--- config.mk ---
export PLATFORM = sky130hd
export DESIGN_NAME = beta_fetch_unit
export DESIGN_NICKNAME = d
export VERILOG_FILES = /design/src/rtl/beta_pkg.sv /design/src/rtl/beta_next_pc.sv /design/src/rtl/beta_fetch_unit.sv
export SDC_FILE = /design/constraint.sdc
export NUM_CORES = 1
export LEC_CHECK = 0
export ABC_AREA = 1
export BUFFER_PORTS_ARGS = -buffer_cell sky130_fd_sc_hd__buf_2
export CAP_MARGIN = 20
export CORE_ASPECT_RATIO = 1.1
export CORE_MARGIN = 2
export CORE_UTILIZATION = 50
export CTS_CLUSTER_DIAMETER = 200
export CTS_CLUSTER_SIZE = 10
export DETAILED_ROUTE_END_ITERATION = 10
export PLACE_DENSITY = 0.9
export SLEW_MARGIN = 5
export SYNTH_ARGS = -nofsm -noshare
export SYNTH_HDL_FRONTEND = slang
export SYNTH_SLANG_ARGS = --single-unit
--- constraint.sdc ---
create_clock -name clk -period 5 [get_ports clk]
set_clock_uncertainty 0.2 [all_clocks]
set_input_delay 1 -clock clk [delete_from_list [all_inputs] [get_ports clk]]
set_output_delay 1 -clock clk [all_outputs]
set_load 0.05 [all_outputs]
--- src/rtl/beta_pkg.sv ---
// Shared constants for the Beta fetch unit: PC vectors, PCSEL codes, FSM states.
package beta_pkg;

    localparam logic [31:0] RESET_VEC_D = 32'h8000_0000;
    localparam logic [31:0] ILLOP_VEC_D = 32'h8000_0004;
    localparam logic [31:0] XADR_VEC_D  = 32'h8000_0008;

    localparam logic [2:0] PCSEL_PC4    = 3'b000;
    localparam logic [2:0] PCSEL_PC4SXT = 3'b001;
    localparam logic [2:0] PCSEL_JT     = 3'b010;
    localparam logic [2:0] PCSEL_ILLOP  = 3'b011;
    localparam logic [2:0] PCSEL_XADR   = 3'b100;

    typedef enum logic [1:0] {
        S_IDLE  = 2'b00,
        S_FETCH = 2'b01,
        S_HOLD  = 2'b10
    } fetch_state_e;

endpackage

--- src/rtl/beta_next_pc.sv ---
// Combinational next-PC logic: PC+4, branch target and the PCSEL/IRQ selection.
// Bit 31 (supervisor flag) never takes part in the address arithmetic.
module beta_next_pc
    import beta_pkg::*;
#(
    parameter logic [31:0] ILLOP_VEC = ILLOP_VEC_D,
    parameter logic [31:0] XADR_VEC  = XADR_VEC_D
) (
    input  logic [31:0] pc,
    input  logic [15:0] imm,
    input  logic [31:0] jt,
    input  logic [2:0]  pcsel,
    input  logic        irq,
    output logic [31:0] pc4,
    output logic [31:0] pc4sxt,
    output logic [31:0] next_pc
);

    logic [31:0] sxt;
    logic        unused_jt;

    // Word offset of the branch literal, already scaled to bytes.
    assign sxt    = {{14{imm[15]}}, imm, 2'b00};
    assign pc4    = {pc[31], pc[30:0] + 31'd4};
    assign pc4sxt = {pc[31], pc4[30:0] + sxt[30:0]};

    // JMP targets are forced word-aligned, so the low two bits of JT are dropped.
    assign unused_jt = &{1'b0, jt[1:0]};

    // Select next PC; an unmasked interrupt overrides every PCSEL code.
    always_comb begin
        next_pc = ILLOP_VEC;
        if (irq && !pc[31]) begin
            next_pc = XADR_VEC;
        end else begin
            case (pcsel)
                PCSEL_PC4:    next_pc = pc4;
                PCSEL_PC4SXT: next_pc = pc4sxt;
                PCSEL_JT:     next_pc = {pc[31] & jt[31], jt[30:2], 2'b00};
                PCSEL_ILLOP:  next_pc = ILLOP_VEC;
                PCSEL_XADR:   next_pc = XADR_VEC;
                default:      next_pc = ILLOP_VEC;
            endcase
        end
    end

endmodule

--- src/rtl/beta_fetch_unit.sv ---
// PC register and instruction-fetch sequencer (IDLE -> FETCH <-> HOLD).
// IMEM_REQ is decoded from state so an async reset drops it immediately.
module beta_fetch_unit
    import beta_pkg::*;
#(
    parameter logic [31:0] RESET_VEC = RESET_VEC_D,
    parameter logic [31:0] ILLOP_VEC = ILLOP_VEC_D,
    parameter logic [31:0] XADR_VEC  = XADR_VEC_D
) (
    input  logic        clk,
    input  logic        reset_n,
    input  logic [2:0]  pcsel,
    input  logic [31:0] jt,
    input  logic        irq,
    input  logic        advance,
    output logic        imem_req,
    output logic [31:0] imem_addr,
    input  logic        imem_ack,
    input  logic [31:0] imem_rdata,
    output logic [31:0] instr,
    output logic        instr_valid,
    output logic [31:0] pc,
    output logic [31:0] pc4,
    output logic [31:0] pc4sxt
);

    fetch_state_e state, state_nxt;
    logic [31:0]  next_pc;
    logic         ack_take;
    logic         adv_take;

    assign ack_take  = (state == S_FETCH) && imem_ack;
    assign adv_take  = (state == S_HOLD) && advance;
    assign imem_req  = (state == S_FETCH);
    assign imem_addr = pc;

    beta_next_pc #(
        .ILLOP_VEC (ILLOP_VEC),
        .XADR_VEC  (XADR_VEC)
    ) u_next_pc (
        .pc      (pc),
        .imm     (instr[15:0]),
        .jt      (jt),
        .pcsel   (pcsel),
        .irq     (irq),
        .pc4     (pc4),
        .pc4sxt  (pc4sxt),
        .next_pc (next_pc)
    );

    // FSM state register.
    always_ff @(posedge clk or negedge reset_n) begin
        if (!reset_n) state <= S_IDLE;
        else          state <= state_nxt;
    end

    // Next-state: fetch once out of reset, hold after ACK, refetch on ADVANCE.
    always_comb begin
        state_nxt = state;
        case (state)
            S_IDLE:  state_nxt = S_FETCH;
            S_FETCH: if (imem_ack) state_nxt = S_HOLD;
            S_HOLD:  if (advance)  state_nxt = S_FETCH;
            default: state_nxt = S_IDLE;
        endcase
    end

    // PC, INSTR and INSTR_VALID registers.
    always_ff @(posedge clk or negedge reset_n) begin
        if (!reset_n) begin
            pc          <= RESET_VEC;
            instr       <= 32'h0;
            instr_valid <= 1'b0;
        end else begin
            if (ack_take) begin
                instr       <= imem_rdata;
                instr_valid <= 1'b1;
            end
            if (adv_take) begin
                pc          <= next_pc;
                instr_valid <= 1'b0;
            end
        end
    end

endmodule

# Word-level counts from Yosys, hierarchy flattened
# Index checks and enable logic that the tools add are counted.
# word_totals
inputBits	72
out_inout_bits	162
ff_bits	67
wordCells	33
# classes
mux	7
bitwise_logic	1
n_eq_ne	9
reduce_logical	9
add_sub_neg	2
# op_table
cell	count
$pmux 32 s4	1
$mux 32	1
$add 31x3->31 const B	1
$add 31x31->31	1
$ne 2x1->1 const B	3
$pmux 2 s3	1
$mux 2	2
$eq 3x1->1 const B	1
$eq 3x2->1 const B	1
$eq 3x3->1 const B	1
$logic_and 1x1->1	3
$logic_not 3->1	1
$reduce_and 3->1	1
$eq 2x1->1 const B	1
$eq 2x2->1 const B	1
$logic_not 2->1	1
$mux 1	2
$ne 2x2->1 const B	1
$reduce_and 2->1	1
$reduce_bool 2->1	1
$and 1x1->1	1
$logic_not 1->1	1

# Longest topological paths before layout
# logic_depth
word_depth	4
depth_mapped	25
mapped_depth_nobuf	25

# Hierarchy
# From an unflattened synthesis, not the netlist that was laid out.
# hier_totals
cells_unflattened	1091
hier_area_um2	6954.2
# modules_own_cells
mod	cells_per_inst	seq_area_each_um2	area_each_um2	instances
beta_next_pc	759	0.0	3876.2	1
beta_fetch_unit	332	1677.9	3078.0	1

# Least setup slack after synthesis
# Ideal clock, no wire load.
# synth_path
path_type	flip-flop to output port
from	register pc[2] (netlist: imem_addr[2])
to	output port pc4sxt[13]
path_slack_ns	-0.252
required_time_ns	3.800
stages_incl_launch_ff	14
n_path_buf	0
arrival_ns	4.052
path_cell_list	dfrtp_1 inv_2 nor3_4 inv_2 nor2_4 xor2_1 ha_1 nand2_1 inv_1 a21oi_1 nand2_2 nand2_1 nand2_1 xor2_1
# synth_via
elab_chain_cells	2
# synth_rtl
element	line_no	rtl
start, declared	beta_fetch_unit.sv:22	output logic [31:0] pc,
start signal, assigned	beta_fetch_unit.sv:80	pc <= next_pc;
$add 31x3->31	beta_next_pc.sv:24	assign pc4 = {pc[31], pc[30:0] + 31'd4};
named net pc4[2]	beta_fetch_unit.sv:23	output logic [31:0] pc4,
$add 31x31->31	beta_next_pc.sv:25	assign pc4sxt = {pc[31], pc4[30:0] + sxt[30:0]};
end, declared	beta_fetch_unit.sv:24	output logic [31:0] pc4sxt
# The timed path passes the listed nets, and every way through them passes these cells.

# Final worst setup path
# layout_path
from	register pc[10] (netlist: imem_addr[10])
to	output port pc4sxt[30]
# layout_via
elab_chain_cells	2
# layout_rtl
element	line_no
$add 31x3->31	beta_next_pc.sv:24
$add 31x31->31	beta_next_pc.sv:25
# Every way passes these cells.

==> results.json <==
{
  "slew_violations": 0,
  "critPathMaxStageDelay_ps": 420,
  "die_w_um": 112,
  "synth_area_leaders": "dfrtp_1 25%, nand2_1 21%, inv_1 7.3%",
  "wirelength_um": 22000,
  "critPathKind": "flop to output port",
  "nNetsFinal": 1289,
  "synthToLayoutAreaGrowth_pct": 24.4,
  "ys_ff_latch": 65,
  "path_clk_slew_ps": 60,
  "ff2ff_path_depth": 20,
  "critPathLaunchType": "flop",
  "tritoncts": "built",
  "fin_crit_ps": 4850,
  "dpl.hpwl_um": 17400,
  "drc": 0,
  "dieHeight_um": 123,
  "drt_first_pass_iters": 5,
  "worstPathArrival_ps": 3650,
  "synth-seq-area-share_pct": 25.2,
  "setup_viol": 0,
  "r2r_end": "imem_addr[18]",
  "core-area_um2": 12600,
  "multiInputGateArea_um2": 4110,
  "final_core_util_pct": 63.7,
  "ys_types": 47,
  "cts_max_level": 3,
  "cp_cell_sequence": "inv_1, nor3_2, nand2_1, nor2_4, nand2_2, nor2_1, nand2_1, and2_1, ha_1, nand2_2, nor2_1, inv_1, nor3_1, nand2_1, nand2_1, nand3_1, and2_1, clkbuf_4",
  "post-route-period-util_pct": 97.0,
  "critPathMostFrequentCell": "nand2_1",
  "grt-ovfl-total": 0,
  "crit_path_end": "pc4sxt[30]",
  "seq_area_um2": 1630,
  "outcome": "finished, final reports clean",
  "antenna_found_initial": 0,
  "fill_cells": 1191,
  "vias": 7102,
  "setup.worst_path.start": "imem_addr[10]",
  "rr_startpoint": "imem_addr[10]",
  "cts_sinks": 65,
  "netlist_instances": 977,
  "grt_usage_pct": 31.2,
  "grt_pass1_wl_um": 33700,
  "cp-end-kind": "output port",
  "critPathBufInv": 3,
  "wl_per_cell_um": 16.4,
  "tightest_slew_ps": 1130,
  "drtIter0Drc": 553,
  "clk_latency_ps": 350,
  "place_area_um2": 7560,
  "place_inst": 1320,
  "cts_hold_buffers": 0,
  "hold_viol": 0,
  "diodes": 0,
  "port_buffers": 223,
  "ys.flop_type": "dfrtp_1",
  "min_path_type": "flop to flop",
  "instances_no_fill": 1344,
  "numCtsBuffers": 9,
  "detail-route-antenna-nets": 0,
  "relSlewSlack_pct": 24.9,
  "required_ps": 3800,
  "layout-drive-gt1-share_pct": 30.7,
  "max_freq_mhz": 206,
  "crit_path_max_fanout": 4,
  "grt_pass1_vias": 6677,
  "synth_top_area_share_pct": 24.8,
  "ys_warn_count": 0,
  "synth_edf_count": 0,
  "cp.depth": 18,
  "gp_congestion": 0.967,
  "path_delay_family": "simple AND/OR/NAND/NOR gates",
  "syn_area_um2": 6450,
  "critPathSlowestCell": "dfrtp_2",
  "cts_root_buf": "clkbuf_16",
  "yosysTopAreaCell": "dfrtp_1",
  "synthArstFlopShare_pct": 100,
  "viasPerCell": 5.28,
  "whs_ps": 272,
  "clock_path_buffers": 2,
  "syn_avg_cell_area_um2": 6.60,
  "max_cap_violations": 0,
  "die_area_um2": 13800,
  "std_cell_rows": 43,
  "initial_core_util_pct": 51.2,
  "rrSetupSlack_ps": 1370,
  "grt_max_degree": 40,
  "post-route-cell-area_um2": 8020,
  "ios": 234
}
cell type report:
cell class                      count  area share [%]
Clock buffer                        9            2.81
Sequential cell                    65            20.4
Multi-Input combinational cell    732            51.2
Clock inverter                      7            1.06
Timing Repair Buffer              242            15.9
Tap cell                          157            2.45
Inverter                          132            6.18
cells in the mapped netlist, types with 8 or more instances:
| cell | n |
|---|---|
| a21oi_1 | 24 |
| and2_1 | 18 |
| buf_4 | 40 |
| dfrtp_1 | 64 |
| ha_1 | 34 |
| inv_1 | 125 |
| mux2_2 | 31 |
| nand2_1 | 356 |
| nand2_2 | 11 |
| nand3_1 | 69 |
| nand4_1 | 10 |
| nor2_1 | 58 |
| nor3_1 | 9 |
| nor3_2 | 8 |
| o21ai_0 | 14 |
| o21ai_1 | 8 |
| xor2_1 | 26 |
worst min path at each step:
stage,startpoint,end,slack (ps),cells past startpoint
after floorplan,state[0],state[0],260,1
after global placement,instr_valid,instr_valid,250,2
after detailed placement,instr_valid,instr_valid,260,2
after CTS,instr_valid,instr_valid,280,2
after global routing,instr_valid,instr_valid,300,2
final,instr_valid,instr_valid,270,2
metrics by stage:
step | setup TNS [ps] | setup slack, ps
after floorplan | 0 | 24.2
after global placement | 0 | 523
after detailed placement | 0 | 418
after CTS | 0 | 44.1
after global routing | -56.9 | -49.2
final | 0 | 152
flip-flops by register name, summed over array words and instances (netlist names):
name	cells
imem_addr	30
instr	32
instr_valid	1
state	2
cell usage in the layout, fill, tap and decap left out, types with 4 or more instances in the layout:
cell and n:
nand4_1 10, nor2_4 6, dfrtp_1 60, dfrtp_2 4, mux2_2 31, nand3_1 68
nand3_2 5, xor2_1 16, nand2_2 11, and2_1 18, clkbuf_16 9, buf_2 221
nor2_2 8, o21ai_0 14, nor3_2 8, ha_1 30, nor3_1 8, a21oi_1 21
inv_1 125, conb_1 8, o21bai_1 7, nor2_1 57, buf_4 18, xor2_2 12
inv_2 7, o21ai_1 8, nand2_1 356
kinds of logic (layout without fill, tap and decap cells):
| family | count (synthesis) | after routing | share of synthesized area, % |
|---|---|---|---|
| buf+inv | 187 | 390 | 13.6 |
| mux | 31 | 31 | 5.41 |
| xor+xnor | 30 | 30 | 4.42 |
| flops | 65 | 65 | 25.2 |
| other cells | 1 | 8 | 0.0582 |
| simple gates | 565 | 565 | 38.8 |
| compound gates | 63 | 63 | 5.59 |
| fa+ha+maj | 35 | 35 | 6.91 |
per-layer routing:
| layer | global-route usage (%) | part of all wire (%) | vias to the layer above | wire length, µm |
|---|---|---|---|---|
| met5 | 0 | 0 | - | 0 |
| met4 | 15.1 | 4.2 | 0 | 921 |
| met3 | 4.22 | 6.4 | 63 | 1420 |
| met2 | 53.4 | 48 | 314 | 10600 |
| met1 | 39.2 | 41 | 3296 | 9050 |
| li1 | - | - | 3429 | - |
worst register-to-register path, delay by kind of cell, from the launching register on:
family	cells	cell delay (ps)
xor gates and xnor gates	1	160
adders and majority gates	1	400
buffers and inverters	2	260
DFF	1	420
and+or+nand+nor	16	2140
timing repair:
action                     CTS  global route
resized for setup            0            18
setup endpoints to repair    0            10
buffers inserted             0             7
Power is not shown: default switching activity piles up to over one toggle a cycle in this logic, so the estimate is an artifact.
